File: config.mk
export PLATFORM = sky130hd
export DESIGN_NAME = i2c_arb_sched_flat
export DESIGN_NICKNAME = d
export VERILOG_FILES = /design/src/rtl/i2c_arb_sched_if.sv /design/src/rtl/i2c_arb_sched.sv /design/src/flat_wrapper.sv
export SDC_FILE = /design/constraint.sdc
export NUM_CORES = 1
export LEC_CHECK = 0
export CAP_MARGIN = 30
export CORE_MARGIN = 8
export CORE_UTILIZATION = 45
export CTS_BUF_LIST = sky130_fd_sc_hd__clkbuf_4 sky130_fd_sc_hd__clkbuf_8 sky130_fd_sc_hd__clkbuf_16
export DETAILED_ROUTE_END_ITERATION = 12
export PLACE_DENSITY = 0.81
export RECOVER_POWER = 50
export SLEW_MARGIN = 20
export SYNTH_ARGS = -nofsm -noshare
export SYNTH_HDL_FRONTEND = slang
export SYNTH_SLANG_ARGS = --single-unit
File: constraint.sdc
create_clock -name clk -period 7.43 [get_ports clk]
set_clock_uncertainty 0.15 [all_clocks]
set_input_delay 1.486 -clock clk [delete_from_list [all_inputs] [get_ports clk]]
set_output_delay 1.486 -clock clk [all_outputs]
set_load 0.01 [all_outputs]
File: src/rtl/i2c_arb_sched_if.sv
// i2c_arb_sched_if -- bundle of every non-clock signal of i2c_arb_sched.
//
// Signal groups:
//   requester side : req0/req1, we0/we1, addr0/addr1, wdata0/wdata1 (to arbiter),
//                    done0/done1, err, rdata, grant (from arbiter)
//   I2C master side: m_start, m_we, m_dev_addr, m_reg_addr, m_wdata (from arbiter),
//                    m_done, m_nack, m_rdata (to arbiter)
//
// Modports:
//   slave  : the arbiter's view (i2c_arb_sched itself)
//   master : the environment's view (requesters plus byte-level master)
interface i2c_arb_sched_if;
    logic       req0;
    logic       req1;
    logic       we0;
    logic       we1;
    logic [7:0] addr0;
    logic [7:0] addr1;
    logic [7:0] wdata0;
    logic [7:0] wdata1;
    logic       done0;
    logic       done1;
    logic       err;
    logic [7:0] rdata;
    logic [1:0] grant;
    logic       m_start;
    logic       m_we;
    logic [6:0] m_dev_addr;
    logic [7:0] m_reg_addr;
    logic [7:0] m_wdata;
    logic       m_done;
    logic       m_nack;
    logic [7:0] m_rdata;

    modport slave (
        input  req0, req1, we0, we1, addr0, addr1, wdata0, wdata1,
        input  m_done, m_nack, m_rdata,
        output done0, done1, err, rdata, grant,
        output m_start, m_we, m_dev_addr, m_reg_addr, m_wdata
    );

    modport master (
        output req0, req1, we0, we1, addr0, addr1, wdata0, wdata1,
        output m_done, m_nack, m_rdata,
        input  done0, done1, err, rdata, grant,
        input  m_start, m_we, m_dev_addr, m_reg_addr, m_wdata
    );
endinterface

File: src/rtl/i2c_arb_sched.sv
// i2c_arb_sched -- two-requester round-robin scheduler in front of a
// byte-level I2C master talking to an EEPROM.
//
// Ports:
//   clk    : system clock
//   rst_n  : asynchronous reset, active-low
//   bus    : i2c_arb_sched_if.slave (requester commands/status and the
//            command/response handshake with the byte-level master)
//
// Flow: IDLE picks an owner and latches its command, ISSUE pulses m_start,
// WAIT waits for m_done (bounded by TIMEOUT_CYC), GAP holds the bus for
// WR_GAP_CYC cycles after a successful write so the EEPROM can finish its
// internal write cycle.
module i2c_arb_sched #(
    parameter logic [6:0]  DEV_ADDR    = 7'h50,
    parameter logic [23:0] WR_GAP_CYC  = 24'd4800,
    parameter logic [23:0] TIMEOUT_CYC = 24'd100000
) (
    input  logic           clk,
    input  logic           rst_n,
    i2c_arb_sched_if.slave bus
);
    typedef enum logic [1:0] {
        S_IDLE  = 2'd0,
        S_ISSUE = 2'd1,
        S_WAIT  = 2'd2,
        S_GAP   = 2'd3
    } state_t;

    state_t      state_q, state_d;
    logic [1:0]  grant_q, grant_d;
    logic        owner_q, owner_d;      // current/last owner: 0 = requester 0, 1 = requester 1
    logic        we_q, we_d;
    logic [7:0]  addr_q, addr_d;
    logic [7:0]  wdata_q, wdata_d;
    logic [7:0]  rdata_q, rdata_d;
    logic        start_q, start_d;
    logic        done0_q, done0_d;
    logic        done1_q, done1_d;
    logic        err_q, err_d;
    logic [23:0] cnt_q, cnt_d;

    logic        any_req;
    logic        pick1;
    logic [23:0] cnt_inc;
    logic        timeout_hit;
    logic        gap_last;
    logic        wr_ok;

    assign any_req = bus.req0 | bus.req1;
    // Requester 1 wins when it is alone, or on a tie when requester 0 owned last.
    assign pick1   = bus.req1 & (~bus.req0 | ~owner_q);
    assign cnt_inc = (cnt_q == 24'hFF_FFFF) ? cnt_q : cnt_q + 24'd1;
    // Compare count+1 against the limit in 25 bits so a limit of 0 never
    // underflows into "wait forever".
    assign timeout_hit = ({1'b0, cnt_q} + 25'd1) >= {1'b0, TIMEOUT_CYC};
    assign gap_last    = ({1'b0, cnt_q} + 25'd1) >= {1'b0, WR_GAP_CYC};
    assign wr_ok       = we_q & ~bus.m_nack;

    // State register
    always_ff @(posedge clk or negedge rst_n) begin
        if (!rst_n) begin
            state_q <= S_IDLE;
        end else begin
            state_q <= state_d;
        end
    end

    // Next-state logic
    always_comb begin
        state_d = state_q;
        case (state_q)
            S_IDLE:  if (any_req) state_d = S_ISSUE;
            S_ISSUE: state_d = S_WAIT;
            S_WAIT: begin
                if (bus.m_done) begin
                    state_d = wr_ok ? S_GAP : S_IDLE;
                end else if (timeout_hit) begin
                    state_d = S_IDLE;
                end
            end
            S_GAP:   if (gap_last) state_d = S_IDLE;
            default: state_d = S_IDLE;
        endcase
    end

    // Output / datapath next-value logic
    always_comb begin
        grant_d = grant_q;
        owner_d = owner_q;
        we_d    = we_q;
        addr_d  = addr_q;
        wdata_d = wdata_q;
        rdata_d = rdata_q;
        err_d   = err_q;
        start_d = 1'b0;
        done0_d = 1'b0;
        done1_d = 1'b0;
        cnt_d   = cnt_q;
        case (state_q)
            S_IDLE: begin
                if (any_req) begin
                    owner_d = pick1;
                    grant_d = pick1 ? 2'b10 : 2'b01;
                    we_d    = pick1 ? bus.we1    : bus.we0;
                    addr_d  = pick1 ? bus.addr1  : bus.addr0;
                    wdata_d = pick1 ? bus.wdata1 : bus.wdata0;
                end
            end
            S_ISSUE: begin
                start_d = 1'b1;
                cnt_d   = 24'd0;
            end
            S_WAIT: begin
                if (bus.m_done) begin
                    done0_d = ~owner_q;
                    done1_d = owner_q;
                    err_d   = bus.m_nack;
                    if (!we_q && !bus.m_nack) rdata_d = bus.m_rdata;
                    if (!wr_ok) grant_d = 2'b00;
                    cnt_d   = 24'd0;
                end else if (timeout_hit) begin
                    done0_d = ~owner_q;
                    done1_d = owner_q;
                    err_d   = 1'b1;
                    grant_d = 2'b00;
                end else begin
                    cnt_d = cnt_inc;
                end
            end
            S_GAP: begin
                if (gap_last) grant_d = 2'b00;
                else          cnt_d   = cnt_inc;
            end
            default: ;
        endcase
    end

    always_ff @(posedge clk or negedge rst_n) begin
        if (!rst_n) begin
            grant_q <= 2'b00;
            owner_q <= 1'b1;
            we_q    <= 1'b0;
            addr_q  <= 8'h00;
            wdata_q <= 8'h00;
            rdata_q <= 8'h00;
            err_q   <= 1'b0;
            start_q <= 1'b0;
            done0_q <= 1'b0;
            done1_q <= 1'b0;
            cnt_q   <= 24'd0;
        end else begin
            grant_q <= grant_d;
            owner_q <= owner_d;
            we_q    <= we_d;
            addr_q  <= addr_d;
            wdata_q <= wdata_d;
            rdata_q <= rdata_d;
            err_q   <= err_d;
            start_q <= start_d;
            done0_q <= done0_d;
            done1_q <= done1_d;
            cnt_q   <= cnt_d;
        end
    end

    assign bus.grant      = grant_q;
    assign bus.done0      = done0_q;
    assign bus.done1      = done1_q;
    assign bus.err        = err_q;
    assign bus.rdata      = rdata_q;
    assign bus.m_start    = start_q;
    assign bus.m_we       = we_q;
    assign bus.m_dev_addr = DEV_ADDR;
    assign bus.m_reg_addr = addr_q;
    assign bus.m_wdata    = wdata_q;
endmodule

File: src/flat_wrapper.sv
// flat-port wrapper written by rule: the top's interface ports become plain ports
module i2c_arb_sched_flat 
#(
    parameter logic [6:0]  DEV_ADDR    = 7'h50,
    parameter logic [23:0] WR_GAP_CYC  = 24'd4800,
    parameter logic [23:0] TIMEOUT_CYC = 24'd100000
)
  (clk, rst_n, bus_req0, bus_req1, bus_we0, bus_we1, bus_addr0, bus_addr1, bus_wdata0, bus_wdata1, bus_m_done, bus_m_nack, bus_m_rdata, bus_done0, bus_done1, bus_err, bus_rdata, bus_grant, bus_m_start, bus_m_we, bus_m_dev_addr, bus_m_reg_addr, bus_m_wdata);
  i2c_arb_sched_if bus_i ();
  input  logic clk;
  input  logic rst_n;
  input wire logic [$bits(bus_i.req0)-1:0] bus_req0;
  input wire logic [$bits(bus_i.req1)-1:0] bus_req1;
  input wire logic [$bits(bus_i.we0)-1:0] bus_we0;
  input wire logic [$bits(bus_i.we1)-1:0] bus_we1;
  input wire logic [$bits(bus_i.addr0)-1:0] bus_addr0;
  input wire logic [$bits(bus_i.addr1)-1:0] bus_addr1;
  input wire logic [$bits(bus_i.wdata0)-1:0] bus_wdata0;
  input wire logic [$bits(bus_i.wdata1)-1:0] bus_wdata1;
  input wire logic [$bits(bus_i.m_done)-1:0] bus_m_done;
  input wire logic [$bits(bus_i.m_nack)-1:0] bus_m_nack;
  input wire logic [$bits(bus_i.m_rdata)-1:0] bus_m_rdata;
  output wire logic [$bits(bus_i.done0)-1:0] bus_done0;
  output wire logic [$bits(bus_i.done1)-1:0] bus_done1;
  output wire logic [$bits(bus_i.err)-1:0] bus_err;
  output wire logic [$bits(bus_i.rdata)-1:0] bus_rdata;
  output wire logic [$bits(bus_i.grant)-1:0] bus_grant;
  output wire logic [$bits(bus_i.m_start)-1:0] bus_m_start;
  output wire logic [$bits(bus_i.m_we)-1:0] bus_m_we;
  output wire logic [$bits(bus_i.m_dev_addr)-1:0] bus_m_dev_addr;
  output wire logic [$bits(bus_i.m_reg_addr)-1:0] bus_m_reg_addr;
  output wire logic [$bits(bus_i.m_wdata)-1:0] bus_m_wdata;
  assign bus_i.req0 = bus_req0;
  assign bus_i.req1 = bus_req1;
  assign bus_i.we0 = bus_we0;
  assign bus_i.we1 = bus_we1;
  assign bus_i.addr0 = bus_addr0;
  assign bus_i.addr1 = bus_addr1;
  assign bus_i.wdata0 = bus_wdata0;
  assign bus_i.wdata1 = bus_wdata1;
  assign bus_i.m_done = bus_m_done;
  assign bus_i.m_nack = bus_m_nack;
  assign bus_i.m_rdata = bus_m_rdata;
  assign bus_done0 = bus_i.done0;
  assign bus_done1 = bus_i.done1;
  assign bus_err = bus_i.err;
  assign bus_rdata = bus_i.rdata;
  assign bus_grant = bus_i.grant;
  assign bus_m_start = bus_i.m_start;
  assign bus_m_we = bus_i.m_we;
  assign bus_m_dev_addr = bus_i.m_dev_addr;
  assign bus_m_reg_addr = bus_i.m_reg_addr;
  assign bus_m_wdata = bus_i.m_wdata;
  i2c_arb_sched #(.DEV_ADDR(DEV_ADDR), .WR_GAP_CYC(WR_GAP_CYC), .TIMEOUT_CYC(TIMEOUT_CYC)) u_core (.clk(clk), .rst_n(rst_n), .bus(bus_i));
endmodule
==> flow_metrics.tcl, run 1 <==
set metrics [dict create \
    run_status "finished, violations left" \
    violations "max-capacitance violations, max-slew violations" \
    max_freq_mhz 239.3 \
    core_region_area_mm2 0.007727 \
    synth-edff-count 0 \
    synth.distinct_cells 66 \
    slowest_cell_delay_on_critical_path_ns 2.19 \
    synth_top_cells_by_area "sky130_fd_sc_hd__dfrtp_1, sky130_fd_sc_hd__mux2i_1, sky130_fd_sc_hd__nand2_1, sky130_fd_sc_hd__a21oi_1, sky130_fd_sc_hd__o31ai_1" \
    path_class "in -> async" \
    cts_tree "built" \
    hpwlAfterDp_um 6721 \
    post-synth-top-area-cell "sky130_fd_sc_hd__dfrtp_1" \
    ys_seq_area_frac 0.4057 \
    clock_tree.buffer_depth 2 \
    post_route_cells_drive_above_1_share 0.1104 \
    post-route-period-util 0.5625 \
    timing.final.crit_period_ns 4.179 \
    place_inst 530 \
    critPathCaptureType "asynchronous set/reset pin" \
    relSlewSlack -1.073 \
    comb_power_share 0.433 \
    routability_congestion 0.9048 \
    initial_core_util 0.4634 \
    cts_hold_repair.buffers 0 \
    final-max-slew-violation-count 59 \
    p_sw_uw 525.9 \
    clock_slew_at_reported_path_ffs_ns 0.06 \
    cp_data_required_time_ns 7.03 \
    tightest_slew_ns 3.110 \
    power_density_relative_to_cell_area_mw_per_mm2 312.8 \
    fraction_of_power_spent_switching_nets 0.3659 \
    cap_viol_max_count 1 \
    rows 32 \
    syn_area_per_cell_um2 9.626 \
    timing.critical_path.cells "buf_2, clkbuf_1" \
    antenna_cells 0 \
    floorplan.die.width_um 105.2 \
    wl_per_cell_um 17.13 \
    groute.usage.overall 0.1677 \
    wire_length_of_the_first_global_routing_pass_um 15440 \
    power.sequential.fraction 0.332 \
    vias_in_the_first_global_route 3186 \
    ant_nets 0 \
    post_cts_buffers 0 \
    async_flop_share 1.000 \
    worst_ep_arrival_time_ns 3.78 \
    chipHeight_um 105.2 \
    design.portCount 86 \
    port_buffers 78 \
    numCtsBuffers 9 \
    postRouteWirelength_um 9353 \
    clock_tree.root_cell "sky130_fd_sc_hd__clkbuf_8" \
    most_frequently_used_cell_type_in_the_post_synthesis_netlist "sky130_fd_sc_hd__dfrtp_1" \
    synthTopCellsByCount "sky130_fd_sc_hd__dfrtp_1, sky130_fd_sc_hd__nand2_1, sky130_fd_sc_hd__a21oi_1" \
    first_pass_iters 4 \
    worst_skew_pair.late_latency_ns 0.33 \
    layout.cells.non_filler 546 \
    grt.overflow.total 0 \
    critPathBufInv 2 \
    setup_viol 0 \
    cpLargestDelayFamily "buffers and inverters" \
    drtIter0Drc 221 \
    reported_leakage_power_uw 0.001807 \
    area_growth_pct 28.34 \
    route.detailed.drc 0 \
    power.clock.fraction 0.236 \
    ctsHtreeMaxLevel 3 \
    route.detailed.vias_per_inst 5.793 \
    min-delay-path-class "reg -> reg" \
    post_cts_resize_count 0 \
    setup_tns_ns 0 \
    mappedNetlistArea_mm2 0.003581 \
    grt_start_max_net_pins 59 \
    nNetsFinal 493 \
    worst_setup_path_start_kind "input port" \
    layout.filler_cells 643 \
    worst-path-max-fanout 58 \
    grt_antenna_before_repair 0 \
    vdd.ir_drop.worst_mv 0.1600 \
    dr_total_vias 3163 \
    ys_seq_elements 58 \
    syn-instance-count 372 \
    rsz_0062_raised_after_global_routing "false" \
    cellInternalPower_uw 911.6 \
    ys.flop_type "sky130_fd_sc_hd__dfrtp_1" \
    dieArea_mm2 0.01107 \
    tritoncts_num_sinks 58 \
    yosysWarningCount 0 \
    hold_violations 0 \
    yosys_top_cell_area_share 0.3983 \
    crit_slowest_cell "sky130_fd_sc_hd__clkbuf_1" \
]
[placed cells by master, fill, tap and decap left out, types with 11 or more instances in the layout]
cell type | Yosys | layout
sky130_fd_sc_hd__clkdlybuf4s50_1 | 0 | 75
sky130_fd_sc_hd__dfrtp_1 | 57 | 57
sky130_fd_sc_hd__nand2_1 | 37 | 37
sky130_fd_sc_hd__a21oi_1 | 24 | 24
sky130_fd_sc_hd__o21ai_0 | 20 | 20
sky130_fd_sc_hd__mux2i_1 | 17 | 17
sky130_fd_sc_hd__o31ai_1 | 14 | 14
sky130_fd_sc_hd__or4_1 | 13 | 13
sky130_fd_sc_hd__clkbuf_8 | 0 | 11
[stage by stage]
stage	hold slack (ns)	total power, uW	worst slack, ns	util	cell area (um^2)
detailed placement	0.3203	1106	3.608	0.5661	4374
finish	0.3280	1438	3.251	0.5947	4596
global placement	0.3122	1077	3.669	0.5646	4363
global route	0.3595	1525	2.613	0.5947	4596
CTS	0.3362	1450	3.950	0.5962	4607
floorplan	0.3401	834.3	4.326	-	3600
[worst paths after layout]
check	cells past startpoint	to	slack [ns]	startpoint
max in group clk	5	u_core.bus.m_reg_addr[3]	3.80	bus_req1
max reg2reg	10	u_core.cnt_q[14]	4.15	u_core.cnt_q[0]
max	2	u_core.bus.m_wdata[1]	3.25	rst_n
min	2	u_core.bus.m_wdata[0]	0.33	u_core.bus.m_wdata[0]
min in group asynchronous	2	u_core.cnt_q[3]	2.13	rst_n
min reg2reg	2	u_core.bus.m_wdata[0]	0.33	u_core.bus.m_wdata[0]
[registers in the layout, summed over array words and instances (netlist names), 2 cells and up]
name	flops
u_core.bus.grant	2
u_core.bus.m_reg_addr	8
u_core.bus.m_wdata	8
u_core.bus.rdata	8
u_core.cnt_q	24
u_core.state_q	2
[layer usage]
metal  global-route usage  up-vias  part of all wire
met5                    0        -                 0
met4              0.06422        0             0.024
met3              0.03870       14             0.055
met2               0.2860      114              0.52
met1               0.1996     1525              0.40
li1                     -     1510                 -
[final cells by class]
type	instances	area (um^2)	share of cell area
multi-input combinational	282	1954	0.4253
clock inverter	4	73.82	0.01606
inverter	5	18.77	0.004084
tap	102	127.6	0.02777
clock buffer	12	158.9	0.03458
timing repair buffer	83	809.5	0.1762
sequential	58	1453	0.3161
[power by group through the flow]
stage / clock network [uW] / registers (uW) / logic, uW
after floorplan: 0 / 508 / 327
after global placement: 0 / 477 / 600
after detailed placement: 0 / 481 / 624
after CTS: 343 / 478 / 628
after global routing: 355 / 493 / 677
final: 339 / 477 / 622
[cell families (layout without fill, tap and decap cells)]
| group | Yosys count | count (layout) | share of synthesized area |
|---|---|---|---|
| AOI/OAI and AO/OA | 97 | 97 | 0.1859 |
| adders and majority gates | 6 | 6 | 0.02096 |
| other | 2 | 7 | 0.002097 |
| DFF | 58 | 58 | 0.4057 |
| muxes | 27 | 27 | 0.07897 |
| xor gates and xnor gates | 7 | 7 | 0.01712 |
| buffers and inverters | 37 | 104 | 0.05625 |
| and+or+nand+nor | 138 | 138 | 0.2331 |
Note: power is estimated with default switching activity, not from simulation.
==> run 2: changes to the inputs <==
==> constraint.sdc (replaced) <==
create_clock -name clk -period 4 [get_ports clk]
set_clock_uncertainty 0.15 [all_clocks]
set_input_delay 0.8 -clock clk [delete_from_list [all_inputs] [get_ports clk]]
set_output_delay 0.8 -clock clk [all_outputs]
set_load 0.01 [all_outputs]
==> flow_metrics.tcl, run 2 (same netlist as run 1, synthesis figures left out) <==
set metrics [dict create \
    reg2reg_from "u_core.cnt_q[0]" \
    timing.critical_path.cells "ha_1, nand3_1, or3_1, xor2_1, o311ai_2, a211oi_4, o221ai_2, buf_8, or4_1, a21oi_1" \
    hold_violations 0 \
    numCtsBuffers 9 \
    post_cts_buffers 0 \
    setup_tns_ns 0 \
    worst-path-max-fanout 19 \
    number_of_flip_flops_under_the_largest_register_name 24 \
    post_cts_resize_count 0 \
    wl_per_cell_um 16.64 \
    grt.overflow.total 0 \
    critPathLaunch "u_core.cnt_q[0]" \
    cts_hold_repair.buffers 0 \
    tightest_slew_ns 1.285 \
    groute.usage.overall 0.1660 \
    grt.busiest_layer "met2" \
    cp_data_required_time_ns 4.10 \
    core_region_area_mm2 0.007727 \
    run_status "finished, final reports clean" \
    grt_antenna_before_repair 0 \
    hpwlAfterDp_um 6873 \
    route.detailed.drc 0 \
    worst_ep_arrival_time_ns 3.57 \
    place_inst 530 \
    layout.filler_cells 637 \
    dpl_cell_area_mm2 0.004378 \
    post_route_cells_drive_above_1_share 0.1079 \
    chipHeight_um 105.2 \
    clock_slew_at_reported_path_ffs_ns 0.07 \
    rows 32 \
    grt_use_met1 0.1885 \
    antenna_cells 0 \
    cap_viol_max_count 0 \
    max_freq_mhz 288.8 \
    slowest_cell_delay_on_critical_path_ns 0.47 \
    power_density_relative_to_cell_area_mw_per_mm2 580.9 \
    initial_core_util 0.4634 \
    grtUsageMet3 0.03440 \
    vdd.ir_drop.worst_mv 0.3241 \
    dieArea_mm2 0.01107 \
    ant_nets 0 \
    floorplan.die.width_um 105.2 \
    rsz_0062_raised_after_global_routing "false" \
    clock_tree.buffer_depth 2 \
    layout.cells.non_filler 547 \
    design.portCount 86 \
    relSlewSlack 0.1436 \
    commonest_non_fill_non_tap_cell_in_the_layout "sky130_fd_sc_hd__clkdlybuf4s50_1" \
    setup_viol 0 \
    worst_setup_path_start_kind "flip-flop" \
    drtIter0Drc 305 \
    timing.final.ws_setup_ns 0.5370 \
    worst_skew_pair.late_latency_ns 0.34 \
    postRouteWirelength_um 9104 \
    route.detailed.vias_per_inst 5.804 \
    place_worst_setup_slack_ns 0.5875 \
    nNetsFinal 494 \
    clock_tree.root_cell "sky130_fd_sc_hd__clkbuf_8" \
    cts_tree "built" \
    critPathCaptureType "flip-flop" \
    tritoncts_num_sinks 58 \
    reported_leakage_power_uw 0.001797 \
    vias_in_the_first_global_route 3174 \
    ctsHtreeMaxLevel 3 \
    area_growth_pct 28.34 \
    routability_congestion 0.9170 \
    wire_length_of_the_first_global_routing_pass_um 15240 \
    holdCritStartpoint "u_core.bus.m_reg_addr[7]" \
    post-route-period-util 0.8658 \
    first_pass_iters 5 \
    path_class "reg -> reg" \
    port_buffers 78 \
    min-delay-path-class "reg -> reg" \
    dr_total_vias 3175 \
    layout_common_cells "sky130_fd_sc_hd__clkdlybuf4s50_1, sky130_fd_sc_hd__dfrtp_1, sky130_fd_sc_hd__nand2_1" \
    timing.final.crit_period_ns 3.463 \
    regMostFlops "u_core.cnt_q" \
    final-max-slew-violation-count 0 \
    globalRouteMet2Util 0.2954 \
    crit_slowest_cell "sky130_fd_sc_hd__dfrtp_1" \
    grt_start_max_net_pins 42 \
    fin_worst_hold_slack_ns 0.3278 \
    layout.cell_area.non_filler_mm2 0.004596 \
]
run 2: worst paths after layout:
check / to / slack (ns) / cells past startpoint
worst max-delay path: u_core.cnt_q[16] / 0.54 / 10
worst max register to register: u_core.cnt_q[16] / 0.54 / 10
worst min register to register: u_core.bus.m_reg_addr[7] / 0.33 / 2
max in group asynchronous: u_core.bus.m_reg_addr[2] / 0.97 / 3
worst min-delay path: u_core.bus.m_reg_addr[7] / 0.33 / 2
min in group asynchronous: u_core.cnt_q[8] / 0.45 / 1
run 2: critical path, delay by kind of cell, from the launching register on:
| family | cells | cell delay, ns |
|---|---|---|
| adders and majority gates | 1 | 0.33 |
| xor gates and xnor gates | 1 | 0.19 |
| and+or+nand+nor | 3 | 0.97 |
| DFF | 1 | 0.47 |
| AOI/OAI and AO/OA | 4 | 1.01 |
| buffers and inverters | 1 | 0.26 |
run 2: stage by stage:
step	utilization	total power, uW
after global routing	0.5947	2846
after global placement	0.5646	1999
after CTS	0.5959	2702
after floorplan	-	1550
after detailed placement	0.5665	2085
final	0.5947	2670
run 2: report_power, final:
part / internal (uW) / leakage (uW) / switching [uW] / total, uW
clock: 368 / 0.000109 / 242 / 610
combinational: 547 / 0.000935 / 628 / 1180
sequential: 767 / 0.000752 / 117 / 884
total: 1680 / 0.00180 / 987 / 2670
run 2: layout make-up:
type                       instances  area, um^2  share of cell area
clock buffer                      10       137.6             0.02995
clock inverter                     6       88.84             0.01933
inverter                           5       18.77            0.004084
multi-input combinational        282        1954              0.4253
sequential                        58        1453              0.3161
tap                              102       127.6             0.02777
timing repair buffer              84       815.8              0.1775
run 2: layer usage:
layer | routed length, um | up-vias
li1 | - | 1520
met1 | 3706 | 1530
met2 | 4748 | 107
met3 | 451 | 18
met4 | 197 | 0
met5 | 0 | -
